### src/rtl/lfsr_gen.sv
// Parametrised Fibonacci LFSR with STEP shifts per enabled cycle, zero-seed
// protection, a saturating shift counter and a period-wrap pulse.
module lfsr_gen #(
    parameter int               WIDTH      = 64,
    parameter logic [WIDTH-1:0] TAPS       = WIDTH'(64'hD800_0000_0000_0000),
    parameter int               STEP       = 1,
    parameter logic [WIDTH-1:0] RESET_SEED = WIDTH'(1),
    parameter int               CNT_W      = 32
) (
    input  logic             clk,
    input  logic             reset,
    input  logic             seed_load,
    input  logic [WIDTH-1:0] seed,
    input  logic             step_en,
    output logic [WIDTH-1:0] shift_seed,
    output logic [STEP-1:0]  rand_bits,
    output logic [CNT_W-1:0] step_cnt,
    output logic             wrap,
    output logic             seed_fixed
);

    // Extra headroom bits so STEP can exceed the counter range without aliasing.
    localparam int SUM_W = CNT_W + $clog2(STEP + 1) + 1;

    logic [WIDTH-1:0] r_state;
    logic [WIDTH-1:0] r_seed_ref;
    logic [STEP-1:0]  r_rand;
    logic [CNT_W-1:0] r_cnt;
    logic             r_wrap;
    logic             r_fixed;

    logic [WIDTH-1:0] w_next;
    logic [STEP-1:0]  w_fb_bits;
    logic [SUM_W-1:0] w_sum;
    logic [CNT_W-1:0] w_cnt_next;
    logic [WIDTH-1:0] w_load_val;
    logic             w_seed_zero;

    // Unrolled shift chain; the first shift's feedback bit lands in the MSB.
    always_comb begin
        logic v_fb;
        w_next    = r_state;
        w_fb_bits = '0;
        for (int k = 0; k < STEP; k++) begin
            v_fb                 = ^(w_next & TAPS);
            w_next               = {w_next[WIDTH-2:0], v_fb};
            w_fb_bits[STEP-1-k]  = v_fb;
        end
    end

    always_comb begin
        w_sum = {{(SUM_W-CNT_W){1'b0}}, r_cnt} + SUM_W'(STEP);
        if (r_wrap)
            w_cnt_next = '0;
        else if (|w_sum[SUM_W-1:CNT_W])
            w_cnt_next = '1;
        else
            w_cnt_next = w_sum[CNT_W-1:0];
    end

    assign w_seed_zero = (seed == '0);
    assign w_load_val  = w_seed_zero ? WIDTH'(1) : seed;

    always_ff @(posedge clk or posedge reset) begin
        if (reset) begin
            r_state    <= RESET_SEED;
            r_seed_ref <= RESET_SEED;
            r_rand     <= '0;
            r_cnt      <= '0;
            r_wrap     <= 1'b0;
            r_fixed    <= 1'b0;
        end else if (seed_load) begin
            r_state    <= w_load_val;
            r_seed_ref <= w_load_val;
            r_rand     <= '0;
            r_cnt      <= '0;
            r_wrap     <= 1'b0;
            r_fixed    <= w_seed_zero;
        end else if (step_en) begin
            r_state    <= w_next;
            r_rand     <= w_fb_bits;
            r_cnt      <= w_cnt_next;
            r_wrap     <= (w_next == r_seed_ref);
            r_fixed    <= 1'b0;
        end else begin
            r_wrap     <= 1'b0;
            r_fixed    <= 1'b0;
        end
    end

    assign shift_seed = r_state;
    assign rand_bits  = r_rand;
    assign step_cnt   = r_cnt;
    assign wrap       = r_wrap;
    assign seed_fixed = r_fixed;

endmodule

### config.mk
export PLATFORM = sky130hd
export DESIGN_NAME = lfsr_gen
export DESIGN_NICKNAME = d
export VERILOG_FILES = /design/src/rtl/lfsr_gen.sv
export SDC_FILE = /design/constraint.sdc
export NUM_CORES = 1
export LEC_CHECK = 0
export BUFFER_PORTS_ARGS = -buffer_cell sky130_fd_sc_hd__buf_4
export CAP_MARGIN = 20
export CELL_PAD_IN_SITES_DETAIL_PLACEMENT = 0
export CELL_PAD_IN_SITES_GLOBAL_PLACEMENT = 1
export CORE_MARGIN = 8
export CORE_UTILIZATION = 42
export CTS_CLUSTER_SIZE = 14
export DETAILED_ROUTE_END_ITERATION = 7
export PLACE_DENSITY_LB_ADDON = 0.1
export SYNTH_ARGS = -nofsm -noshare
export SYNTH_HDL_FRONTEND = slang
export SYNTH_SLANG_ARGS = --single-unit
### constraint.sdc
create_clock -name clk -period 5.5 [get_ports clk]
set_input_delay 0.275 -clock clk [delete_from_list [all_inputs] [get_ports clk]]
set_output_delay 0.275 -clock clk [all_outputs]
set_load 0.01 [all_outputs]
# == Yosys cells after proc, flatten, opt, wreduce, memory -nomap -nowiden ==
# Cells that the tools add are included.
# Widths: inputs -> output; s select.
# totals
reg_bits,163
in_bits,68
out_inout_bits,99
word_cells,24
# op_classes
addsub,1
eq_ne,1
n_mux,12
n_reduce_logical,4
# op_table
operator,n
$mux 64,3
$mux 32,4
$eq 64x64->1,1
$logic_not 64->1,1
$reduce_xor 64->1,1
$add 32x1->33 const B,1
$mux 1,5
$reduce_bool 2->1,1
$reduce_or 2->1,1

# == Longest topological paths before layout ==
# depth
word_depth,6
ltp_mapped,8
depth_no_buf,6

# == Worst setup path before layout ==
# Ideal clock, no wire load.
# synth_timing
path_kind,reg-to-reg
startpoint,reg r_cnt[0] (netlist: step_cnt[0])
endpoint,reg r_cnt[22] (netlist: step_cnt[22])
setup_time_ps,139
t_arrival_ps,1824
t_required_ps,5361
slack_ps,3537
path_stages_with_launch,7
n_path_buf,0
synth_period_minus_slack_ps,1963
cell_sequence,dfrtp_1 > ha_1 > nand2_1 > nor2_8 > and3_4 > and4_4 > or4b_1
# synth_between
elab_chain_len,6
# synth_rtl
element,line,rtl
start: declaration,28,logic [CNT_W-1:0] r_cnt;
start signal: assignment,82,r_cnt <= w_cnt_next;
$add 32x1->33 (*),52,"w_sum = {{(SUM_W-CNT_W){1'b0}}, r_cnt} + SUM_W'(STEP);"
$reduce_or 2->1,55,else if (|w_sum[SUM_W-1:CNT_W])
$mux 32 (*),55,
$mux 32 (*),53,if (r_wrap)
$mux 32 (*),79,end else if (step_en) begin
$mux 32 (*),72,end else if (seed_load) begin
# Mark *: on every way between the ends. The rest lies on a longest branch, timed or not. The select of a mux whose other input is x is not followed.
# A chain may end at the register's enable or synchronous reset.

# == Worst setup path in the final report ==
# layout_timing
startpoint,reg r_cnt[10] (netlist: step_cnt[10])
endpoint,reg r_cnt[22] (netlist: step_cnt[22])
# The elaborated chain is that of the path after synthesis.

==> metrics <==
status finished clean; Mapped Nets 886; leak pwr 0.004919 uW; EDFF count, synth 0; HP Start seed[2]; Worst Tran Pin Value 1.002 ns; Unique masters post-synth 70; DRT antenna net count 0; PortBufs 166; share of layout cells above drive strength 1 23.75%; drt pass-1 iters 5; overall die height 155.1 microns; Power Dens Cells 310.3 nW/um^2; Max Clock Skew 0.007151 ns; Top FF cell, synth dfrtp_1; share of the yosys chip area belonging to registers 50.25%; CTS tree yes; Reg2Reg Launch Point step_cnt[10]; GP Congestion 0.7921; max_slew headroom 33.18%; CTS Sinks 163; cell count after synthesis 817; Final period util 40.39%; vias in the first global route 6,641; total number of yosys warnings 0; DRT iter0 DRCs 416; Hold EP shift_seed[2]; R2R Path End step_cnt[22]; fin crit period 2.221 ns; Wirelength per Cell 19.27 microns; CTS Root Cell clkbuf_16; Hold Path Cell Cnt 3; post-CTS resize count 0; nets 1,033; Rows 51; CP arrival 2.51 ns; first-pass GRT wire length 37,710 microns; Reg clk slew, reported paths 0.06 ns; unrepaired setup endpoints after global routing no; GRT overflow 0; routed vias/inst 5.355; Crit Path Category register to register; CP endpoint kind register; reg2reg path depth 5; Global Route Usage Sum 19.98%; Die Span X 155.1 microns; die area 24,050 sq um; mapped cell area 8123 sq um; routed via count 6,651; core area 19,210 sq um; Setup TNS Final 0 ns; DRC viols 0; n_diodes 0; Synth-to-Final Area Change 25.06%; CP Launch Type register; final hold violations 0; worst min path class input port to register; post-CTS setup buffer count 0; dpl hpwl 17,210 microns; starting density of the core 42.29%; internal reg-to-reg setup slack 3.28 ns; total number of H-tree levels 4; syn avg cell area 9.942 sq um; Max-cap violations 0; clock buffer depth 2; Yosys reg bits 163; Max IR drop VDD 0.1908 mV; worst-path maximum fanout 12; max-slew violation count 0; Worst-Skew Late Latency 0.42 ns; IO Pins 167; Post-Place Worst Slack 3.237 ns; endpoints failing setup 0; CTS Buf Count 17; Routed WL 23,940 microns; fmax 450.2 MHz; Post-CTS Hold Buffers 1; share of async-settable or async-resettable flops after synthesis 100.0%; initial antenna violation count 0; pin count of the biggest net entering global routing 120; Final WS setup 3.279 ns; Worst Path Required 5.79 ns
[flip-flops by register name (all words and copies together), names as in the netlist]
signal      flops
rand_bits       1
shift_seed     64
seed_fixed      1
r_seed_ref     64
wrap            1
step_cnt       32
[layout by cell type, fill, tap and decap left out, types with 12 or more instances in the layout]
master and instances:
xor2_1 37, mux2i_1 63, dfrtp_1 161, nor4_1 34, xnor2_1 21, buf_4 173, nand2_1 91, nand4_1 24
o21ai_0 143, inv_1 69, nand3_1 12, clkbuf_16 17
[cells by family (layout without fill, tap and decap cells)]
family / after synthesis / in the layout / synth area share (%)
flops: 163 / 163 / 50.25
buf+inv: 116 / 276 / 6.223
fa+ha+maj: 1 / 1 / 0.1540
mux: 63 / 63 / 7.763
xor+xnor: 58 / 58 / 6.254
simple gates: 213 / 213 / 14.82
compound gates: 203 / 203 / 14.54
[area by class of cell]
| cell class | count | area (sq um) |
|---|---|---|
| inverters | 70 | 267.8 |
| clock buffers | 21 | 480.5 |
| fillers | 1821 | 9049 |
| flip-flops and latches | 163 | 4081 |
| repair buffers | 174 | 1309 |
| well taps | 265 | 331.6 |
| clock inverters | 11 | 150.1 |
| multi-input cells | 538 | 3538 |
[Yosys cell counts (3+ instances only)]
library cell | instances | area (sq um)
dfrtp_1 | 161 | 4029
nor2b_1 | 3 | 18.77
xnor2_1 | 21 | 183.9
o311ai_0 | 3 | 26.28
a211o_1 | 3 | 26.28
nand2_1 | 91 | 341.6
o311ai_1 | 7 | 61.31
inv_1 | 70 | 262.8
o21ai_0 | 143 | 715.7
nor2_1 | 8 | 30.03
buf_2 | 9 | 45.04
xor2_1 | 37 | 324.1
mux2i_1 | 63 | 630.6
nand3_1 | 12 | 60.06
nor4_1 | 34 | 212.7
o211ai_1 | 8 | 60.06
clkbuf_1 | 27 | 101.4
a22oi_1 | 4 | 30.03
nor3_1 | 7 | 35.03
a31oi_1 | 8 | 50.05
a21oi_1 | 10 | 50.05
buf_6 | 6 | 67.56
nand4_2 | 3 | 37.54
nand4_1 | 24 | 150.1
[where the power goes]
group          internal (uW)  switching [uW]
Clock                    765             493
Sequential              1300             110
Combinational            220             267
[worst max-delay path: stages, from the launching register on]
cell and delay (ns):
dfrtp_1 0.50, nand4_2 0.18, nor2_2 0.51, nand3_4 0.16, o211a_1 0.23, or4b_1 0.50
[metal layers]
metal | global-route usage, % | up-vias | part of all wire [%]
met4 | 4.480 | 0 | 0.73
met5 | 0 | - | 0
li1 | - | 3191 | -
met3 | 4.466 | 12 | 5.3
met1 | 28.71 | 3260 | 49
met2 | 30.09 | 188 | 45
[per-stage QoR]
stage / power [uW] / cell area [sq um] / utilization [%] / cells / hold slack [ns]
2_1_floorplan: 1666 / 8123 / - / 817 / 0.4091
3_3_place_gp: 1918 / 9518 / 49.55 / 1209 / 0.3467
3_5_place_dp: 1922 / 9518 / 49.55 / 1209 / 0.3497
4_1_cts: 3177 / 10160 / 52.89 / 1242 / 0.07600
5_1_grt: 3288 / 10160 / 52.89 / 1242 / 0.08938
6_report: 3152 / 10160 / 52.89 / 1242 / 0.08699
[worst max path at each step]
stage | start | to | slack [ns] | cells past startpoint
detailed placement | seed_load | r_seed_ref[0] | 3.24 | 4
CTS | step_cnt[10] | step_cnt[22] | 3.28 | 5
global placement | seed_load | r_seed_ref[0] | 3.29 | 4
floorplan | reset | r_seed_ref[10] | 0.82 | 1
global route | step_cnt[10] | step_cnt[8] | 3.10 | 5
finish | step_cnt[10] | step_cnt[22] | 3.28 | 5
(Power assumes the default switching activity.)
